===== config.mk =====
export PLATFORM = sky130hd
export DESIGN_NAME = eth_tx_framer
export DESIGN_NICKNAME = d
export VERILOG_FILES = /design/src/rtl/eth_pkg.sv /design/src/rtl/crc32_byte.sv /design/src/rtl/eth_tx_framer.sv
export SDC_FILE = /design/constraint.sdc
export NUM_CORES = 1
export LEC_CHECK = 0
export BUFFER_PORTS_ARGS = -buffer_cell sky130_fd_sc_hd__buf_2
export CORE_AREA = 5 5 92 94
export DETAILED_ROUTE_END_ITERATION = 10
export DIE_AREA = 0 0 97 99
export GPL_TIMING_DRIVEN = 0
export PLACE_DENSITY = 0.78
export SYNTH_ARGS = -nofsm -noshare
export SYNTH_HDL_FRONTEND = slang
export SYNTH_SLANG_ARGS = --single-unit

===== constraint.sdc =====
create_clock -name clk -period 3.2 [get_ports clk]
set_input_delay 0 -clock clk [delete_from_list [all_inputs] [get_ports clk]]
set_output_delay 0 -clock clk [all_outputs]
set_load 0.03 [all_outputs]

===== src/rtl/eth_pkg.sv =====
// eth_pkg: shared Ethernet framing constants and transmit FSM state type
package eth_pkg;
  localparam logic [7:0] PREAMBLE_BYTE = 8'h55;
  localparam logic [7:0] SFD_BYTE = 8'hD5;
  localparam logic [31:0] CRC32_POLY = 32'h04C11DB7;
  localparam logic [31:0] CRC32_POLY_REFL = 32'hEDB88320;
  localparam logic [31:0] CRC32_INIT = 32'hFFFFFFFF;
  typedef enum logic [2:0] {
    ST_IDLE,
    ST_PREAMBLE,
    ST_SFD,
    ST_PAYLOAD,
    ST_PAD,
    ST_FCS,
    ST_IPG,
    ST_DRAIN
  } tx_state_t;
endpackage


===== src/rtl/crc32_byte.sv =====
// crc32_byte: combinational reflected CRC-32 update by one byte, LSB first
module crc32_byte
  import eth_pkg::*;
(
  input  logic [31:0] crc_in,
  input  logic [7:0]  data_in,
  output logic [31:0] crc_out
);
  always_comb begin
    crc_out = crc_in ^ {24'h0, data_in};
    for (int i = 0; i < 8; i++) crc_out = crc_out[0] ? (crc_out >> 1) ^ CRC32_POLY_REFL : crc_out >> 1;
  end
endmodule


===== src/rtl/eth_tx_framer.sv =====
// eth_tx_framer: RGMII transmit framer with preamble, padding, FCS, IPG and underrun abort
module eth_tx_framer
  import eth_pkg::*;
#(
  parameter int RGMII_W = 8,
  parameter int MIN_FRAME_BYTES = 60,
  parameter int IPG_BYTES = 12
) (
  input  logic               clk,
  input  logic               rst_n,
  input  logic [7:0]         s_data,
  input  logic               s_valid,
  input  logic               s_last,
  output logic               s_ready,
  output logic [RGMII_W-1:0] tx_data,
  output logic               tx_valid,
  output logic               tx_underrun
);
  localparam logic [15:0] MIN_C = 16'(MIN_FRAME_BYTES);
  localparam logic [15:0] IPG_C = 16'(IPG_BYTES);
  tx_state_t state, state_n;
  logic [15:0] cnt, cnt_n, cnt_inc;
  logic [31:0] crc, crc_n, crc_upd, fcs_word;
  logic [7:0] crc_byte, data_n, fcs_byte;
  logic inv, inv_n, valid_n, under_n, short;
  crc32_byte u_crc (
    .crc_in (crc),
    .data_in(crc_byte),
    .crc_out(crc_upd)
  );
  assign s_ready = (state == ST_PAYLOAD) || (state == ST_DRAIN);
  assign crc_byte = (state == ST_PAYLOAD && s_valid) ? s_data : 8'h00;
  assign cnt_inc = (cnt < MIN_C) ? cnt + 16'd1 : cnt;
  assign short = cnt_inc < MIN_C;
  assign fcs_word = inv ? crc : ~crc;
  assign fcs_byte = 8'(fcs_word >> {cnt[1:0], 3'b000});
  always_comb begin
    state_n = state;
    cnt_n = cnt;
    crc_n = crc;
    inv_n = inv;
    data_n = 8'h00;
    valid_n = 1'b0;
    under_n = 1'b0;
    case (state)
      ST_IDLE: if (s_valid) begin
        state_n = ST_PREAMBLE;
        cnt_n = '0;
        data_n = PREAMBLE_BYTE;
        valid_n = 1'b1;
      end
      ST_PREAMBLE: begin
        data_n = PREAMBLE_BYTE;
        valid_n = 1'b1;
        cnt_n = cnt + 16'd1;
        state_n = (cnt == 16'd5) ? ST_SFD : ST_PREAMBLE;
      end
      ST_SFD: begin
        data_n = SFD_BYTE;
        valid_n = 1'b1;
        crc_n = CRC32_INIT;
        cnt_n = '0;
        inv_n = 1'b0;
        state_n = ST_PAYLOAD;
      end
      ST_PAYLOAD: begin
        valid_n = 1'b1;
        if (s_valid) begin
          data_n = s_data;
          crc_n = crc_upd;
          cnt_n = (s_last && !short) ? '0 : cnt_inc;
          if (s_last) state_n = short ? ST_PAD : ST_FCS;
        end else if (cnt < MIN_C) begin
          inv_n = 1'b1;
          crc_n = crc_upd;
          cnt_n = short ? cnt_inc : '0;
          state_n = short ? ST_PAD : ST_FCS;
        end else begin
          inv_n = 1'b1;
          data_n = crc[7:0];
          under_n = 1'b1;
          cnt_n = 16'd1;
          state_n = ST_FCS;
        end
      end
      ST_PAD: begin
        valid_n = 1'b1;
        crc_n = crc_upd;
        cnt_n = short ? cnt_inc : '0;
        state_n = short ? ST_PAD : ST_FCS;
      end
      ST_FCS: begin
        valid_n = 1'b1;
        data_n = fcs_byte;
        under_n = inv && (cnt[1:0] == 2'd0);
        cnt_n = (cnt[1:0] == 2'd3) ? '0 : cnt + 16'd1;
        state_n = (cnt[1:0] == 2'd3) ? ST_IPG : ST_FCS;
      end
      ST_IPG: begin
        cnt_n = (cnt == IPG_C - 16'd1) ? '0 : cnt + 16'd1;
        if (cnt == IPG_C - 16'd1) state_n = inv ? ST_DRAIN : ST_IDLE;
      end
      ST_DRAIN: if (s_valid && s_last) state_n = ST_IDLE;
      default: state_n = ST_IDLE;
    endcase
  end
  always_ff @(posedge clk or negedge rst_n) begin
    if (!rst_n) begin
      state <= ST_IDLE;
      cnt <= '0;
      crc <= CRC32_INIT;
      inv <= 1'b0;
      tx_data <= '0;
      tx_valid <= 1'b0;
      tx_underrun <= 1'b0;
    end else begin
      state <= state_n;
      cnt <= cnt_n;
      crc <= crc_n;
      inv <= inv_n;
      tx_data <= RGMII_W'(data_n);
      tx_valid <= valid_n;
      tx_underrun <= under_n;
    end
  end
endmodule


==> results of run 1 <==
## state kept, by name, summed over array words and instances, names as in the netlist
| register | count |
|---|---|
| tx_underrun | 1 |
| crc | 32 |
| tx_data | 8 |
| state | 3 |
| cnt | 16 |
| inv | 1 |
| tx_valid | 1 |
## per-layer routing
metal	GRT usage [%]	wire [um]	vias up
li1	-	-	1779
met1	35.5	5070	1910
met2	38.7	5420	222
met3	6.79	1220	26
met4	8.96	266	0
met5	0	0	-
## area by class of cell
type / instances / area (um^2)
Clock inverter: 1 / 5.00
Inverter: 9 / 33.8
Clock buffer: 15 / 166
Multi-Input combinational cell: 369 / 2610
Sequential cell: 62 / 1590
Fill cell: 620 / 2740
Timing Repair Buffer: 24 / 138
Tap cell: 102 / 128
Buffer: 36 / 150
## synthesized netlist by cell type, types with 3 or more instances
library cell / number / area, um^2
a21oi_1: 62 / 310
a31o_2: 3 / 26.3
a31oi_1: 5 / 31.3
a41oi_1: 7 / 61.3
buf_2: 4 / 20.0
clkbuf_1: 28 / 105
dfrtp_1: 30 / 751
dfstp_2: 32 / 841
ha_1: 4 / 50.1
inv_1: 8 / 30.0
mux2i_1: 3 / 30.0
mux4_2: 8 / 180
nand2_1: 37 / 139
nand3_1: 11 / 55.1
nand4_1: 3 / 18.8
nor2_1: 26 / 97.6
nor3_1: 42 / 210
nor4_1: 4 / 25.0
o211a_1: 4 / 40.0
o21ai_0: 13 / 65.1
o22ai_1: 5 / 31.3
or3_1: 3 / 18.8
xnor2_1: 53 / 464
xnor3_1: 3 / 67.6
xor2_1: 32 / 280
## through the flow
| stage | total power [uW] | hold slack [ps] |
|---|---|---|
| 4_1_cts | 6360 | 10.8 |
| 6_report | 6460 | 17.0 |
| 3_5_place_dp | 5690 | 337 |
| 2_1_floorplan | 4800 | -296 |
| 5_1_grt | 6860 | 15.3 |
| 3_3_place_gp | 5580 | 338 |
## critical path: cells and delay by family, from the launching register on
kind / cells / cell delay [ps]
mux: 1 / 270
buf+inv: 2 / 370
flops: 1 / 360
compound gates: 2 / 350
simple gates: 3 / 1490
## final timing paths
kind / slack [ps] / cells past startpoint / endpoint
setup / recovery: 200 / 8 / cnt[10]$_DFFE_PN0P_
hold / removal: 20 / 3 / tx_data[5]$_DFF_PN0_
setup reg to reg: 200 / 8 / cnt[10]$_DFFE_PN0P_
hold reg to reg: 550 / 1 / cnt[15]$_DFFE_PN0P_
max in group asynchronous: 2390 / 2 / cnt[13]$_DFFE_PN0P_
min in group asynchronous: 270 / 2 / tx_data[1]$_DFF_PN0_
## power by group through the flow
stage | clock [uW] | sequential (uW) | combinational (uW)
3_3_place_gp | 0 | 1520 | 4060
2_1_floorplan | 0 | 1550 | 3250
3_5_place_dp | 0 | 1540 | 4150
6_report | 635 | 1540 | 4290
5_1_grt | 673 | 1580 | 4610
4_1_cts | 634 | 1530 | 4200
## what timing repair did
item	in CTS	in global routing
endpoints found under the hold margin	2	30
hold buffers	2	1
endpoints found under the setup margin	0	19
resized for setup	0	2
## logic make-up after synthesis
logic type	after synthesis	share of synthesized area [%]
XOR/XNOR	90	19.5
AO/OA/AOI/OAI	119	17.3
AND/OR/NAND/NOR	143	16.3
buffers and inverters	45	4.20
adder cells (fa/ha/maj)	4	1.14
multiplexers	13	5.31
flip-flops	62	36.3
==> impl_metrics.csv, run 1 <==
group,metric,value,unit
sta,slew_headroom,18.5,%
sta,setup_viol,0,
critical_path,r2r_start,"cnt[13]$_DFFE_PN0P_",
floorplan,initial_utilization,57.9,%
pwr,vdd_drop_max,0.418,mV
cts,cts-root-buf,"clkbuf_8",
layout,n_antenna_cell,0,
sta,fmax,333,MHz
global_routing,grt_max_degree,63,
sta,hold_viol,0,
global_routing,grt.overflow.total,0,
sta,finalCritPeriodShare,93.7,%
layout,layout-drive-gt1-share,19.0,%
layout,final_cell_mix,"a21oi_1, xnor2_1, nor3_1, nand2_1",
yosys,synthArstFlopShare,100,%
layout,finalInstanceArea,0.00483,mm^2
yosys,synth_seq_cells,62,
yosys,synth_cells,476,
yosys,yosysSeqAreaShare,36.3,%
placement,post-place-ws,271,ps
route,ant_nets,0,
critical_path,critPathLaunch,"cnt[13]$_DFFE_PN0P_",
pwr,swShare,46.9,%
route,vias,3937,
yosys,synth_ff_type,"dfstp_2",
critical_path,crit_path_start_kind,"register",
critical_path,cp-end-kind,"register",
cts,cts_num_sinks,62,
route,dr.pass1.iters,5,
floorplan,io_pins,23,
yosys,synth_fp_nets,492,
run,cap_violations,0,
sta,grt_setup_unrepaired,"no",
floorplan,dieWidth,97,um
pwr,pwr-share-clk,9.8,%
layout,final_common_cell,"a21oi_1",
layout,fin_util,63.8,%
sta,tns,0,ps
sta,fin_ws,201,ps
cts,cts_htree_levels,3,
cts,cts_buffers,9,
layout,nets,527,
sta,worst_clock_skew,8.88,ps
pwr,p_leak,0.00186,uW
layout,syn2layout_area_growth,10.2,%
critical_path,cp_data_arrival_time,3210,ps
placement,io_buffer_count,21,
yosys,synth.avg_cell_area,9.20,um^2
route,drc,0,
global_routing,grt_pass1_wl,19600,um
cts,post-cts-setup-buffers,0,
route,wl_per_cell,19.4,um
route,drt_iter0_markers,433,
critical_path,path_class,"reg2reg",
placement,place_inst,599,
floorplan,core,0.00757,mm^2
placement,hpwl,8480,um
route,wl,12000,um
sta,tightest_slew,1210,ps
placement,placed_area,0.00461,mm^2
layout,final_cells,618,
cts,clk_pin_slew,70,ps
yosys,synthDistinctLibCells,60,
pwr,p_seq_share,23.9,%
floorplan,dieArea,0.00960,mm^2
cts,cts_buffer_depth,2,
floorplan,die_h,99,um
critical_path,slowest_stage,"or4_4",
pwr,p_per_area,1340,mW/mm^2
pwr,p_int,3430,uW
yosys,synth-edff-count,0,
outcome,status,"finished clean",
route,vias_per_cell,6.37,
yosys,ys.warnings.count,0,
critical_path,cpPeakStageDelay,550,ps
critical_path,path_max_fanout,10,
global_routing,grt_pass1_vias,3804,
critical_path,crit_chain,"clkbuf_1 > nor4_1 > nand4_1 > mux2i_1 > or4_4 > a2bb2oi_2 > buf_6 > a41oi_2",
cts,tritoncts,"yes",
global_routing,antenna_found_initial,0,
global_routing,grt_usage,25.6,%
hold_path,hp-start,"s_data[5]",
placement,place.gp.congestion,0.958,
pwr,p_sw,3030,uW
floorplan,std_cell_rows,32,
hold_path,hold_path.class,"in2reg",
yosys,syn_area,0.00438,mm^2
cts,clock_latency,350,ps
sta,maxSlewViolCount,0,
critical_path,cp_data_required_time,3410,ps
pwr,p_comb_share,66.3,%
sta,fin_crit,3000,ps
Note: power is estimated with default switching activity, not from simulation.
==> run 2: changes to the inputs <==
--- a/config.mk
+++ b/config.mk
@@ -10,6 +10,7 @@
 export DETAILED_ROUTE_END_ITERATION = 10
 export DIE_AREA = 0 0 97 99
 export GPL_TIMING_DRIVEN = 0
+export HOLD_SLACK_MARGIN = 0.15
 export PLACE_DENSITY = 0.78
 export SYNTH_ARGS = -nofsm -noshare
 export SYNTH_HDL_FRONTEND = slang
==> impl_metrics.csv, run 2 (synthesized netlist as in run 1, its figures left out) <==
group,metric,value,unit
outcome,status,"finished clean",
cts,cts_num_sinks,62,
cts,clk_pin_slew,70,ps
critical_path,cp_data_required_time,3410,ps
layout,largestRegisters,"crc x32, cnt x16, tx_data x8",
floorplan,initial_utilization,57.9,%
pwr,p_per_area,1330,mW/mm^2
cts,clock_latency,350,ps
global_routing,grt_pass1_vias,3840,
pwr,p_seq_share,23.8,%
placement,io_buffer_count,21,
sta,hold_viol,0,
layout,largest_register,"crc",
floorplan,dieWidth,97,um
sta,grt_setup_unrepaired,"no",
cts,cts_buffers,9,
sta,setup_viol,0,
pwr,p_comb_share,66.4,%
route,drt_iter0_markers,380,
floorplan,std_cell_rows,32,
critical_path,path_delay_family,"simple AND/OR/NAND/NOR gates",
critical_path,slowest_stage,"nor3_1",
critical_path,crit_chain,"or4_4 > nor3_2 > a31oi_1 > nor3_1 > o21a_1 > a21oi_1",
layout,syn2layout_area_growth,11.3,%
sta,maxSlewViolCount,0,
critical_path,cp-end-kind,"register",
cts,cts_htree_levels,3,
pwr,p_sw,3040,uW
critical_path,path_class,"reg2reg",
route,vias,3942,
pwr,p_total,6470,uW
pwr,p_int,3440,uW
route,drc,0,
floorplan,die_h,99,um
global_routing,grt_usage,25.8,%
critical_path,cp_data_arrival_time,3270,ps
sta,tns,0,ps
sta,worst_clock_skew,9.23,ps
run,cap_violations,0,
floorplan,dieArea,0.00960,mm^2
cts,cts_buffer_depth,2,
pwr,p_leak,0.00189,uW
route,ant_nets,0,
sta,fmax,327,MHz
global_routing,antenna_found_initial,0,
layout,final_cells,623,
critical_path,critical_path_buf_inv_count,0,
layout,n_antenna_cell,0,
route,dr.pass1.iters,5,
cts,post-cts-setup-buffers,0,
pwr,pwr-share-clk,9.8,%
cts,cts-root-buf,"clkbuf_8",
global_routing,grt.overflow.total,0,
layout,final_common_cell,"a21oi_1",
route,wl,12000,um
sta,finalCritPeriodShare,95.4,%
global_routing,grt_pass1_wl,19800,um
placement,place_inst,599,
hold_path,hold_path.class,"in2reg",
placement,hpwl,8480,um
sta,slew_headroom,20.7,%
layout,layout-drive-gt1-share,18.8,%
layout,largest_reg_flops,32,
sta,tightest_slew,1180,ps
critical_path,cpPeakStageDelay,830,ps
critical_path,crit_path_start_kind,"register",
floorplan,io_pins,23,
sta,fin_crit,3050,ps
route,vias_per_cell,6.33,
placement,place.gp.congestion,0.958,
layout,nets,532,
global_routing,grt_max_degree,63,
floorplan,core,0.00757,mm^2
cts,tritoncts,"yes",
route,wl_per_cell,19.3,um
pwr,swShare,46.9,%
layout,final_cell_mix,"a21oi_1, xnor2_1, nor3_1, nand2_1",
critical_path,path_max_fanout,7,
pwr,vdd_drop_max,0.418,mV
-- run 2: cell count changes in the layout (fill, tap and decap cells not counted) --
cell           delta
dlygate4sd3_1     +5
-- run 2: cell type report --
type / instances / area [um^2]
timing repair buffer: 29 / 188
inverter: 9 / 33.8
clock inverter: 1 / 5.00
multi-input combinational: 369 / 2610
buffer: 36 / 150
fill: 612 / 2690
sequential: 62 / 1590
clock buffer: 15 / 166
tap: 102 / 128
-- run 2: through the flow --
step	hold slack (ps)	area, um^2	setup WS [ps]	util (%)
floorplan	-296	4380	707	-
global placement	338	4610	273	60.9
detailed placement	337	4610	271	60.9
CTS	176	4860	221	64.3
global route	211	4880	56.3	64.4
finish	183	4880	146	64.4
-- run 2: power by group through the flow --
stage	combinational [uW]	clock [uW]	sequential [uW]
after floorplan	3250	0	1550
after global placement	4060	0	1520
after detailed placement	4150	0	1540
after CTS	4200	634	1530
after global routing	4610	673	1580
final	4300	633	1540
-- run 2: worst paths after layout --
path | from | to | slack [ps] | depth (start not counted)
worst max-delay path | cnt[10]$_DFFE_PN0P_ | cnt[13]$_DFFE_PN0P_ | 150 | 6
worst min-delay path | s_data[4] | tx_data[4]$_DFF_PN0_ | 180 | 3
worst max register to register | cnt[10]$_DFFE_PN0P_ | cnt[13]$_DFFE_PN0P_ | 150 | 6
worst min register to register | cnt[15]$_DFFE_PN0P_ | cnt[15]$_DFFE_PN0P_ | 550 | 1
max in group asynchronous | rst_n | cnt[13]$_DFFE_PN0P_ | 2410 | 2
min in group asynchronous | rst_n | tx_data[1]$_DFF_PN0_ | 260 | 2
-- run 2: per-layer routing --
| metal | track usage [%] | vias up | share of wire, % |
|---|---|---|---|
| met5 | 0 | - | 0 |
| met4 | 8.96 | 0 | 2.3 |
| met3 | 6.86 | 26 | 10 |
| met2 | 39.2 | 225 | 46 |
| met1 | 35.7 | 1899 | 42 |
| li1 | - | 1792 | - |
-- run 2: worst register-to-register path, cell delays in order (launching register included) --
cell	delay [ps]
dfrtp_1	460
or4_4	580
nor3_2	450
a31oi_1	300
nor3_1	830
o21a_1	240
a21oi_1	70
-- run 2: what timing repair did --
item / in CTS / in global routing
resized for setup: 0 / 2
setup endpoints to repair: 0 / 19
hold endpoints to repair: 37 / 0
hold buffers: 8 / 0
